===== config.mk =====
export PLATFORM = sky130hd
export DESIGN_NAME = demux_sched
export DESIGN_NICKNAME = d
export VERILOG_FILES = /design/src/rtl/demux_pkg.sv /design/src/rtl/demux_rr_pick.sv /design/src/rtl/demux_sched.sv
export SDC_FILE = /design/constraint.sdc
export NUM_CORES = 1
export LEC_CHECK = 0
export ABC_AREA = 1
export CAP_MARGIN = 40
export CELL_PAD_IN_SITES_DETAIL_PLACEMENT = 1
export CELL_PAD_IN_SITES_GLOBAL_PLACEMENT = 1
export CORE_ASPECT_RATIO = 1.25
export CORE_MARGIN = 4
export CORE_UTILIZATION = 40
export CTS_CLUSTER_DIAMETER = 200
export CTS_CLUSTER_SIZE = 10
export DETAILED_ROUTE_END_ITERATION = 10
export DONT_BUFFER_PORTS = 1
export PLACE_DENSITY = 0.85
export SLEW_MARGIN = 5
export SYNTH_ARGS = -nofsm -noshare
export SYNTH_HDL_FRONTEND = slang
export SYNTH_SLANG_ARGS = --single-unit
export TNS_END_PERCENT = 30

===== constraint.sdc =====
create_clock -name clk -period 2.1 [get_ports clk]
set_input_delay 0.315 -clock clk [delete_from_list [all_inputs] [get_ports clk]]
set_output_delay 0.315 -clock clk [all_outputs]
set_load 0.02 [all_outputs]

===== src/rtl/demux_pkg.sv =====
// Shared types for the 1-to-4 demux scheduler.
// Channel index, FSM state and one-hot helper.
package demux_pkg;

  localparam int NUM_CH = 4;

  typedef logic [1:0] ch_idx_t;

  typedef enum logic {
    EMPTY = 1'b0,
    FULL  = 1'b1
  } state_t;

  function automatic logic [NUM_CH-1:0] onehot4(input ch_idx_t idx);
    onehot4 = 4'b0001 << idx;
  endfunction

endpackage


===== src/rtl/demux_rr_pick.sv =====
// Next-enabled-channel search, upward mod 4 from i_ptr.
// Ports: i_ptr, i_en in; o_tgt, o_none out.
import demux_pkg::*;

module demux_rr_pick (
  input  ch_idx_t            i_ptr,
  input  logic [NUM_CH-1:0]  i_en,
  output ch_idx_t            o_tgt,
  output logic               o_none
);

  ch_idx_t w_idx;

  // Walk offsets high to low so the nearest enabled channel wins.
  always_comb begin
    o_tgt  = i_ptr;
    o_none = 1'b1;
    w_idx  = i_ptr;
    for (int k = NUM_CH-1; k >= 0; k--) begin
      w_idx = i_ptr + ch_idx_t'(k);
      if (i_en[w_idx]) begin
        o_tgt  = w_idx;
        o_none = 1'b0;
      end
    end
  end

endmodule


===== src/rtl/demux_sched.sv =====
// One-entry buffered scheduler driving a 1-to-4 demux.
// Ports: in_* stream, mode/ch_en control, sel/out_* to demux, drop_err, busy.
import demux_pkg::*;

module demux_sched #(
  parameter int DW      = 8,
  parameter int BURST   = 2,
  parameter int TIMEOUT = 16
) (
  input  logic              clk,
  input  logic              rst,
  input  logic              in_valid,
  output logic              in_ready,
  input  logic [DW-1:0]     in_data,
  input  logic [1:0]        in_dest,
  input  logic              mode,
  input  logic [NUM_CH-1:0] ch_en,
  output logic [1:0]        sel,
  output logic [DW-1:0]     out_data,
  output logic [NUM_CH-1:0] out_valid,
  input  logic [NUM_CH-1:0] out_ready,
  output logic              drop_err,
  output logic              busy
);

  localparam logic [3:0] BURST_C  = 4'(BURST);
  localparam logic [7:0] TMO_LAST = 8'(TIMEOUT-1);

  state_t            r_state;
  ch_idx_t           r_sel;
  ch_idx_t           r_ptr;
  logic [DW-1:0]     r_data;
  logic [NUM_CH-1:0] r_oval;
  logic [3:0]        r_bcnt;
  logic [7:0]        r_tcnt;
  logic              r_drop;

  ch_idx_t    w_rr_tgt;
  logic       w_none;
  ch_idx_t    w_tgt;
  logic       w_fwd;
  logic       w_fire;
  logic       w_tmo;
  logic       w_acc;
  logic [3:0] w_bnext;

  demux_rr_pick u_pick (
    .i_ptr  (r_ptr),
    .i_en   (ch_en),
    .o_tgt  (w_rr_tgt),
    .o_none (w_none)
  );

  assign w_fire = |(r_oval & out_ready);
  assign w_tmo  = (r_state == FULL) && !w_fire
                && (r_tcnt == TMO_LAST);

  always_comb begin
    in_ready = 1'b0;
    unique case (r_state)
      EMPTY:   in_ready = ~(mode & w_none);
      FULL:    in_ready = w_fire;
      default: in_ready = 1'b0;
    endcase
  end

  assign w_acc = in_valid & in_ready;
  assign w_tgt = mode ? w_rr_tgt : in_dest;
  assign w_fwd = mode ? ~w_none : ch_en[in_dest];

  // A jump away from ptr starts a fresh burst.
  assign w_bnext = ((w_rr_tgt != r_ptr) ? 4'd0 : r_bcnt)
                 + 4'd1;

  always_ff @(posedge clk or posedge rst) begin
    if (rst) begin
      r_state <= EMPTY;
      r_sel   <= '0;
      r_ptr   <= '0;
      r_data  <= '0;
      r_oval  <= '0;
      r_bcnt  <= '0;
      r_tcnt  <= '0;
      r_drop  <= 1'b0;
    end else begin
      r_drop <= (w_acc & ~w_fwd) | w_tmo;
      if (w_acc & w_fwd & mode) begin
        if (w_bnext == BURST_C) begin
          r_bcnt <= '0;
          r_ptr  <= w_rr_tgt + 2'd1;
        end else begin
          r_bcnt <= w_bnext;
          r_ptr  <= w_rr_tgt;
        end
      end
      if (w_acc & w_fwd) begin
        r_state <= FULL;
        r_sel   <= w_tgt;
        r_data  <= in_data;
        r_oval  <= onehot4(w_tgt);
        r_tcnt  <= '0;
      end else if (w_fire | w_tmo) begin
        r_state <= EMPTY;
        r_oval  <= '0;
        r_tcnt  <= '0;
      end else if (r_state == FULL) begin
        r_tcnt <= r_tcnt + 8'd1;
      end
    end
  end

  assign sel       = r_sel;
  assign out_data  = r_data;
  assign out_valid = r_oval;
  assign drop_err  = r_drop;
  assign busy      = (r_state == FULL);

endmodule


* Word level (Yosys, flattened, before mapping)
Index checks and enable logic that the tools add are counted.
Widths: inputs -> output; s select.
** Storage, ports and cells
- Output and inout port bits :: 17
- Word-level logic and storage cells :: 72
- Bits in read-only memories :: 0
- Bits of input ports :: 22
- Memory bits (writable) :: 0
- Memories kept :: 0
- Register bits after elaboration :: 30
- Latch bits :: 0
** Cells by class
- $add $sub $neg :: 6
- Shift-type cells :: 1
- Divide/modulo/power cells :: 0
- Bitwise logic cells :: 12
- Muxes and demuxes :: 31
- $lt $le $gt $ge :: 5
- Equal/unequal tests :: 3
- Reductions and logical operators :: 6
- $mul :: 0
** Operators with widths (count)
- $mux 8 :: 3
- $mux 4 :: 4
- $lt 2x3->1 const B :: 5
- $mux 1 :: 12
- $mux 2 :: 6
- $bmux 1 s2 :: 5
- $add 8x1->8 const B :: 1
- $eq 8x4->1 const B :: 1
- $and 1x1->1 :: 5
- $add 2x1->2 const B :: 2
- $add 2x2->2 const B :: 2
- $add 4x1->4 const B :: 1
- $and 4x4->4 :: 1
- $eq 4x2->1 const B :: 1
- $not 1->1 :: 4
- $reduce_or 4->1 :: 1
- $shl 1x2->4 const A :: 1
- $reduce_bool 3->1 :: 1
- $logic_and 1x1->1 :: 2
- $ne 2x2->1 :: 1
- $or 1x1->1 :: 2
- $pmux 1 s2 :: 1
- $reduce_bool 2->1 :: 1
- $logic_not 1->1 :: 1

* Longest topological paths before layout
- Depth after elaboration :: 13
- Gate-level depth with buffers :: 20
- Depth with buffers taken out :: 19

* Cells and area by module
A second synthesis with hierarchy kept.
** Second synthesis, totals
- Cells, all modules :: 264
- Area total of the unflattened synthesis :: 1815.5 um2
** By module, submodules not included
- demux_sched :: instances 1, area each 1590.3 um2, seq. area each 750.7 um2, cells each 210
- demux_rr_pick :: instances 1, area each 225.2 um2, seq. area each 0.0 um2, cells each 54

* Worst setup path after synthesis
Ideal clock, no wire load.
- Path type :: register -> register
- Start :: register r_ptr[0]
- End :: register r_ptr[1]
- Required time :: 1.983 ns
- Path buffers :: 1
- Stages on the path, launching flop included :: 19
- Path slack :: 0.061 ns
- Clock period less this slack :: 2.039 ns
- Library setup time :: 0.117 ns
- Arrival :: 1.922 ns
- Path through :: dfrtp_1 buf_4 nand2_2 nand3_2 nand2_1 inv_1 nand2_1 nand2_1 nand2_2 nand3_2 nor2_1 ha_1 inv_1 nand4_1 nand3_1 nand2_1 nand2_1 nand2_1 nand2_1
** Between the ends
- Longest elaborated chain between the ends :: 13
- Elaborated cells between the ends (all ways) :: 33
- Classes of those cells :: add/sub: 5; eq/ne: 2; mux: 20; bitwise: 6
** Ends and longest elaborated chain
- from (decl) :: RTL line demux_sched.sv:31 : ch_idx_t r_ptr;
- from (signal assigned) :: RTL line demux_sched.sv:90 : r_ptr <= w_rr_tgt + 2'd1;
- from (signal assigned) :: RTL line demux_sched.sv:93 : r_ptr <= w_rr_tgt;
- branches (longest 13 deep; another with $add 4x1->4)
Parallel ways; which one is timed is not known. The select of a mux whose other input is x is not followed.
A chain may end at the register's enable or synchronous reset.

* Worst setup path after layout
- Start :: register r_ptr[1]
- End :: register r_ptr[1]
The elaborated chain is that of the path after synthesis.

==> run_results.csv <==
group,metric,value,unit
setup_path,cp.required,2270,ps
clock_network,clk_pin_slew,70,ps
cells_and_area,post-route-util,53.0,%
clock_network,numCtsBuffers,5,
place,placed_cell_area,1990,sq um
route,antenna_left,0,
cells_and_area,drive_gt1_share,31.8,%
global_route,grt_pass1_wl,8420,microns
floorplanning,coreArea,4430,sq um
sta,rsz0062_at_grt,"true",
floorplanning,start_util,41.4,%
floorplanning,die_h,83.6,microns
floorplanning,row_count,27,
setup_path,critical_path.most_common_cell,"nand2_1",
route,via_per_inst,5.28,
pwr,power.leakage,1.21,nW
sta,fin_skew,8.25,ps
route,drtIter0Drc,41,
pwr,ir_drop,0.000677,V
clock_network,cts_max_level,2,
clock_network,cts_tree,"yes",
run,cap_violations,0,
yosys,netlist_instances,250,
clock_network,cts_sinks,30,
yosys,yosysTopAreaCell,"dfrtp_1",
yosys,avgSynthCellArea,7.32,sq um
sta,fin_ws,-124,ps
setup_path,crit_arrival,2400,ps
yosys,synth.cell_area,1830,sq um
sta,fin_tns_setup,-269,ps
sta,worstMarginPinSlew,549,ps
setup_path,slowest_stage,"dfrtp_2",
place,pre_cts_ws,-218,ps
cells_and_area,syn2layout_area_growth,28.2,%
clock_network,worstSkewPairLatency,290,ps
setup_path,ff2ff_path_depth,18,
clock_network,max-clock-path-buffers,2,
route,wl_per_cell,16.5,microns
place,place.gp.congestion,0.910,
sta,finalSetupViolations,4,
floorplanning,io_pins,39,
setup_path,path_class,"reg -> reg",
yosys,syn-num-nets,275,
global_route,gr-total-overflow,0,
cells_and_area,fin_area,2350,sq um
global_route,grt_max_degree,31,
cells_and_area,nets,304,
yosys,yosysUniqueCellTypes,28,
global_route,grt_usage,19.1,%
global_route,grt_pass1_vias,1848,
sta,period_needed,2220,ps
cells_and_area,diodes,0,
global_route,grt_antenna_before_repair,0,
setup_path,crit_cells,18,
route,routed_wl,5570,microns
sta,hold_viol_final,9,
route,drc,0,
outcome,status,"finished, violations left",
yosys,seq_area_frac_synth,41.0,%
sta,relSlewSlack,63.0,%
sta,whs,-14.9,ps
yosys,ys_warn_count,0,
clock_network,clockRootBuffer,"clkbuf_8",
setup_path,path_cells,"inv_2 -> nand2_1 -> nand2_2 -> nand2_1 -> nand2_1 -> inv_1 -> nand2_1 -> nand3_2 -> nand3_4 -> nor2_4 -> ha_4 -> buf_4 -> nand2_1 -> nand3_2 -> nand2_1 -> nand2_1 -> nand2_1 -> nand2_1",
sta,finalMaxSlewViolations,0,
sta,period_share,106,%
outcome,violations,"negative hold slack, negative setup slack",
yosys,synth_top_cell_area_share,41.0,%
route,drtPass1Iterations,4,
setup_path,critPathLaunchType,"flop",
worst_hold_path,hold_path.class,"in -> async",
setup_path,path_buf_inv,3,
yosys,synthTopCellsByArea,"dfrtp_1, nand2_1, inv_1, nand3_1, nor2_1",
setup_path,critical_path.max_fanout,7,
pwr,power_density,1610,nW/um^2
setup_path,critPathTopFamily,"simple AND/OR/NAND/NOR gates",
route,vias,1786,
floorplanning,die_width,68.5,microns
place,dp_hpwl,3880,microns
sta,fmax,0.450,GHz
floorplanning,dieArea,5730,sq um
setup_path,cpPeakStageDelay,460,ps
place,port_buffers,0,
yosys,ys_seq_elements,30,
setup_path,cp-end-kind,"flop",
==> flip-flops by register name, indices dropped and copies added, names as in the netlist <==
register and count:
busy 1, drop_err 1, out_data 8, out_valid 4
r_bcnt 4, r_ptr 2, r_tcnt 8, sel 2
==> synth_stat cells (all sizes together) <==
cell / number
inv: 33
nor4: 1
dfrtp: 30
nand2: 103
nor2: 19
buf: 4
nand3b: 2
o21ai: 13
nand4: 4
a21oi: 3
o211ai: 1
ha: 3
nor3: 5
nand3: 22
xor2: 5
a22o: 2
==> cell usage in the layout (no fill, tap or decap), types with 2 or more instances in the layout <==
master    count
nand2_1      84
dfrtp_1      29
inv_1        25
buf_4        23
nand2_2      14
nand3_1      12
nor2_1        9
nand3_2       8
o21ai_0       8
inv_2         6
nor2_4        6
clkbuf_8      6
nand2_4       5
xor2_1        5
nand4_1       4
a21oi_1       3
nor2_2        3
o21ai_1       3
buf_6         3
nand3_4       2
nor3_2        2
a22o_1        2
inv_4         2
nor3_4        2
nand3b_1      2
==> final timing paths <==
check | startpoint | slack (ps) | endpoint
max reg2reg | r_ptr[1] | -120 | r_ptr[1]
max in group asynchronous | rst | 1800 | r_ptr[1]
max | r_ptr[1] | -120 | r_ptr[1]
min in group clk | in_data[7] | 140 | out_data[7]
min reg2reg | r_bcnt[3] | 500 | r_bcnt[3]
min | rst | -10 | out_data[7]
==> per-stage QoR <==
stage                     power [W]  cells
after floorplan             0.00225    250
after global placement      0.00269    320
after detailed placement    0.00278    320
after CTS                   0.00343    333
after global routing        0.00408    338
final                       0.00377    338
==> cell type report <==
class                   instances  area (sq um)
fillers                       564          2080
clock inverters                 1          5.00
inverters                      33           129
clock buffers                   7          86.3
repair buffers                 26           206
well taps                      58          72.6
multi-input cells             183          1090
flip-flops and latches         30           752
==> where the power goes <==
group	switching [W]	leakage, nW	internal, W	total (W)
clock	0.000216	0.0482	0.000264	0.000480
combinational	0.00135	0.771	0.000844	0.00219
sequential	0.000312	0.390	0.000785	0.00110
==> per-layer routing <==
metal | track usage (%) | up-vias | share of wire (%)
li1 | - | 841 | -
met2 | 36.3 | 37 | 59
met5 | 0 | - | 0
met1 | 18.5 | 897 | 35
met4 | 7.05 | 0 | 2.2
met3 | 4.72 | 11 | 4.4
==> what timing repair did <==
item	in CTS	in global routing
gates cloned	0	0
endpoints found under the setup margin	12	29
gates resized for setup	12	41
hold buffers	0	0
setup buffers	5	5
pin swaps	7	18
==> logic make-up (layout without fill, tap and decap cells) <==
| logic type | count (synthesis) | in the layout | share of synthesized area, % |
|---|---|---|---|
| simple gates | 156 | 156 | 40.0 |
| compound gates | 19 | 19 | 5.95 |
| buf+inv | 37 | 67 | 8.61 |
| fa+ha+maj | 3 | 3 | 2.05 |
| flops | 30 | 30 | 41.0 |
| xor+xnor | 5 | 5 | 2.39 |
Power figures use the tool's default switching activity.
